===== src/rtl/pc_pkg.sv =====
// Shared types and defaults for the program-counter / fetch-sequencing stage.
package pc_pkg;

    typedef enum logic [1:0] {IDLE, RUN, HALT} pc_state_t;

    localparam int PC_W     = 10;
    localparam int CNT_W    = 16;
    localparam int START_PC = 0;

endpackage


===== src/rtl/pc_next_calc.sv =====
// Combinational next-PC selection: priority ordering and modulo-2^D arithmetic.
// Optional call/return link path enabled by the PC_LINK_EN macro.
module pc_next_calc #(
    parameter int D = 10
) (
    input  logic [D-1:0] pc,
    input  logic [D-1:0] target,
`ifdef PC_LINK_EN
    input  logic [D-1:0] link,
    input  logic         ret,
`endif
    input  logic         halt,
    input  logic         stall,
    input  logic         call,
    input  logic         jump_abs,
    input  logic         branch_rel,
    input  logic         taken,
    output logic [D-1:0] next_pc
);

    always_comb begin
        next_pc = pc + D'(1);
        if (halt || stall) begin
            next_pc = pc;
        end else if (call) begin
            // Without the link register a call is just an absolute jump.
            next_pc = target;
`ifdef PC_LINK_EN
        end else if (ret) begin
            next_pc = link;
`endif
        end else if (jump_abs) begin
            next_pc = target;
        end else if (branch_rel && taken) begin
            // Two's-complement add modulo 2^D equals unsigned add truncated to D bits.
            next_pc = pc + target;
        end
    end

endmodule


===== src/rtl/pc_fetch_ctrl.sv =====
// PC / fetch sequencer with IDLE/RUN/HALT control and a saturating retire counter.
// Optional one-entry call/return link register enabled by the PC_LINK_EN macro.
module pc_fetch_ctrl
    import pc_pkg::*;
#(
    parameter int D        = PC_W,
    parameter int CW       = CNT_W,
    parameter int START_PC = pc_pkg::START_PC
) (
    input  logic          clk,
    input  logic          rst_n,
    input  logic          start,
    input  logic          stall,
    input  logic          halt,
    input  logic          jump_abs,
    input  logic          branch_rel,
    input  logic          taken,
    input  logic          call,
    input  logic          ret,
    input  logic [D-1:0]  target,
    output logic [D-1:0]  pc,
    output logic          running,
    output logic          done,
    output logic [CW-1:0] instr_cnt
);

    localparam logic [D-1:0] PC_INIT = D'(START_PC);

    pc_state_t    state;
    logic [D-1:0] next_pc;

    function automatic logic [CW-1:0] sat_inc(input logic [CW-1:0] v);
        return (&v) ? v : v + CW'(1);
    endfunction

`ifdef PC_LINK_EN
    logic [D-1:0] link;
`else
    logic unused_ret;
    assign unused_ret = ret;
`endif

    pc_next_calc #(.D(D)) u_next (
        .pc         (pc),
        .target     (target),
`ifdef PC_LINK_EN
        .link       (link),
        .ret        (ret),
`endif
        .halt       (halt),
        .stall      (stall),
        .call       (call),
        .jump_abs   (jump_abs),
        .branch_rel (branch_rel),
        .taken      (taken),
        .next_pc    (next_pc)
    );

    always_ff @(posedge clk or negedge rst_n) begin
        if (!rst_n) begin
            state     <= IDLE;
            pc        <= PC_INIT;
            running   <= 1'b0;
            done      <= 1'b0;
            instr_cnt <= '0;
`ifdef PC_LINK_EN
            link      <= '0;
`endif
        end else begin
            case (state)
                IDLE: begin
                    pc <= PC_INIT;
                    if (start) begin
                        state     <= RUN;
                        running   <= 1'b1;
                        done      <= 1'b0;
                        instr_cnt <= '0;
`ifdef PC_LINK_EN
                        link      <= '0;
`endif
                    end
                end
                RUN: begin
                    pc <= next_pc;
                    // A halt retires even when a stall is asserted alongside it.
                    if (halt || !stall) begin
                        instr_cnt <= sat_inc(instr_cnt);
                    end
                    if (halt) begin
                        state   <= HALT;
                        running <= 1'b0;
                        done    <= 1'b1;
                    end
`ifdef PC_LINK_EN
                    if (!halt && !stall && call) begin
                        link <= pc + D'(1);
                    end
`endif
                end
                HALT: begin
                    if (start) begin
                        state     <= RUN;
                        running   <= 1'b1;
                        done      <= 1'b0;
                        pc        <= PC_INIT;
                        instr_cnt <= '0;
`ifdef PC_LINK_EN
                        link      <= '0;
`endif
                    end
                end
                default: begin
                    state   <= IDLE;
                    pc      <= PC_INIT;
                    running <= 1'b0;
                    done    <= 1'b0;
                end
            endcase
        end
    end

endmodule


===== config.mk =====
export PLATFORM = sky130hd
export DESIGN_NAME = pc_fetch_ctrl
export DESIGN_NICKNAME = d
export VERILOG_FILES = /design/src/rtl/pc_pkg.sv /design/src/rtl/pc_next_calc.sv /design/src/rtl/pc_fetch_ctrl.sv
export SDC_FILE = /design/constraint.sdc
export NUM_CORES = 1
export LEC_CHECK = 0
export ABC_AREA = 1
export BUFFER_PORTS_ARGS = -buffer_cell sky130_fd_sc_hd__buf_2
export CAP_MARGIN = 25
export CORE_UTILIZATION = 45
export DETAILED_ROUTE_END_ITERATION = 10
export PLACE_DENSITY = 0.69
export RECOVER_POWER = 25
export SKIP_LAST_GASP = 1
export SYNTH_ARGS = -nofsm -noshare
export SYNTH_HDL_FRONTEND = slang
export SYNTH_SLANG_ARGS = --single-unit
export TNS_END_PERCENT = 5

===== constraint.sdc =====
create_clock -name clk -period 2.5 [get_ports clk]
set_clock_uncertainty 0.2 [all_clocks]
set_input_delay 0.125 -clock clk [delete_from_list [all_inputs] [get_ports clk]]
set_output_delay 0.125 -clock clk [all_outputs]
set_load 0.01 [all_outputs]

==> qor.csv <==
metric,value,unit
power.density,500,nW/um^2
final_cell_mix,"115 x nand2_1, 41 x buf_2, 39 x inv_1",
max-cap-violations,1,
htreeDepth,2,
insertedDiodeCount,0,
layout_min_cycle_time,2250,ps
drive_gt1_frac,0.183,
dr.pass1.iters,4,
synth_compound_area_frac,0.0901,
via_per_inst,4.94,
yosysSeqAreaShare,0.320,
synth_mux_area_frac,0,
nNetsFinal,424,
rr_endpoint,instr_cnt[1],
rows,25,
clkSinkCount,29,
tns,0,ps
synthSimpleGateAreaFrac,0.404,
post-route-drc-count,0,
min_period_over_period,0.900,
antenna_found_initial,0,
post_cts_buffers,0,
cp-start-kind,input pin,
relSlewSlack,-0.0625,
final-instance-count-excl-fill,460,
drtIter0Drc,79,
overflow,0,
crit_type,in2reg,
clkTransAtPathRegs,70,ps
worst-r2r-setup-slack,390,ps
worst_pin_slew,1590,ps
slew_violations,30,
synth_nets,363,
finalWirelength,5420,microns
hpwl,3980,microns
wl_per_cell,11.8,microns
total_power,1.36,mW
gp_congestion,0.808,
grt_pass1_wl,9220,microns
core-area,4790,sq um
cts_resized,0,
ctsHoldBuffers,9,
ys_ff_latch,29,
final_util,0.569,
synthToLayoutAreaGrowth,20.2,%
required,2470,ps
synth.cell_area,2260,sq um
setup_viol,0,
postSynthCellCount,332,
via_count,2274,
fmax,445,MHz
grt_max_degree,30,
grtUsageTotal,0.224,
peakVddDrop,0.320,mV
hold_violations,0,
die_area,5320,sq um
violations,"capacitance limit, slew limit",
hold_class,in2reg,
hold_end,pc[3],
layout_commonest_cell,nand2_1,
cts_tree,done,
synth_top_family_by_area,simple AND/OR/NAND/NOR gates,
r2r.worst_path.cells,8,
grt_pass1_vias,2078,
r2r_start,instr_cnt[0],
crit_fanout,3,
die_w,72.9,microns
io_pins,48,
die_h,72.9,microns
status,"complete, but fails checks",
cts_root_buffer,clkbuf_8,
syn_avg_cell_area,6.82,sq um
worstSetupEndpointType,register,
initial_core_util,0.473,
grt_setup_unrepaired,false,
ys_types,32,
cts_made_buffers,5,
antenna_left,0,
cts_buffer_depth,2,
p_leak,1.42,nW
synth_xor_area_frac,0.0348,
numPortBuffers,46,
dpl.cell_count,444,
min_from,target[3],
clkLatencyLatePin,280,ps
worstPathArrival,2220,ps
min_delay_path_depth,5,
yosys_warnings,0,
yosys.area_share.adder,0.0641,
==> layer usage <==
layer,share of wire,global-route usage,vias to the layer above
li1,-,-,1183
met1,0.51,0.319,1025
met2,0.42,0.339,59
met3,0.058,0.0470,7
met4,0.010,0.0697,0
met5,0,0,-
==> Yosys cell counts <==
cell type    n  area, sq um
nand4_1      8         50.1
fa_1         1         20.0
nand3_1     26          130
nand3_4      1         17.5
or2_2        2         12.5
o21a_1       1         7.51
o21bai_1     3         22.5
nand3b_1     1         7.51
buf_2        1         5.00
a21oi_1     13         65.1
nor2b_1      1         6.26
buf_12       2         40.0
clkbuf_1     1         3.75
nor2_1      36          135
o21ai_0      6         30.0
nand2_1    115          432
ha_1        10          125
inv_1       39          146
nand3_2      1         10.0
nand4_2      1         12.5
and2_2       1         7.51
dfrtp_1     29          726
nor2_2       1         6.26
nand2_2      6         37.5
o21ai_2      7         61.3
nor3_4       1         16.3
nor3_1       5         25.0
nor3_2       1         10.0
xor2_1       5         43.8
xnor2_1      4         35.0
o21ai_1      2         10.0
o31ai_1      1         7.51
==> final cells by class <==
cell class                      count  area, sq um
Clock buffer                        7         86.3
Fill cell                         486         2060
Inverter                           39          146
Multi-Input combinational cell    260         1340
Sequential cell                    29          726
Tap cell                           67         83.8
Timing Repair Buffer               58          337
==> state kept, by name, summed over array words and instances, names as in the netlist <==
signal	count
done	1
instr_cnt	16
pc	10
running	1
state	1
==> report_power, final <==
group,switching (mW),internal [mW],total [mW]
clock network,0.183,0.218,0.401
logic,0.249,0.140,0.388
registers,0.0593,0.513,0.573
==> critical path: stages <==
cell,delay (ps)
dlygate4sd3_1,530
buf_2,130
or2_2,290
ha_1,230
inv_1,90
fa_1,220
inv_1,70
nand3_1,70
nand2_1,90
nand2_1,100
nand2_1,60
nand2_1,50
nand3_1,60
nand2_1,70
nand2_1,50
==> logic make-up (layout without fill, tap and decap cells) <==
logic type | after synthesis | after routing
compound gates | 33 | 33
xor+xnor | 9 | 9
fa+ha+maj | 11 | 11
buf+inv | 43 | 104
flops | 29 | 29
simple gates | 207 | 207
==> metrics by stage <==
stage | setup slack (ps) | hold WS, ps | area (sq um)
4_1_cts | 249 | 0.702 | 2730
6_report | 251 | 6.59 | 2720
2_1_floorplan | 630 | -371 | 2260
3_5_place_dp | 390 | 0.777 | 2550
3_3_place_gp | 462 | 1.90 | 2550
5_1_grt | 134 | 42.1 | 2720
==> worst max path at each step <==
stage | slack [ps] | end | start | cells after the start
final | 250 | pc[8] | target[0] | 15
after global routing | 130 | pc[8] | target[0] | 15
after CTS | 250 | pc[8] | target[0] | 15
after detailed placement | 390 | instr_cnt[1] | instr_cnt[0] | 8
after global placement | 460 | instr_cnt[5] | instr_cnt[0] | 8
after floorplan | 630 | pc[8] | branch_rel | 13
Note: power is estimated with default switching activity, not from simulation.
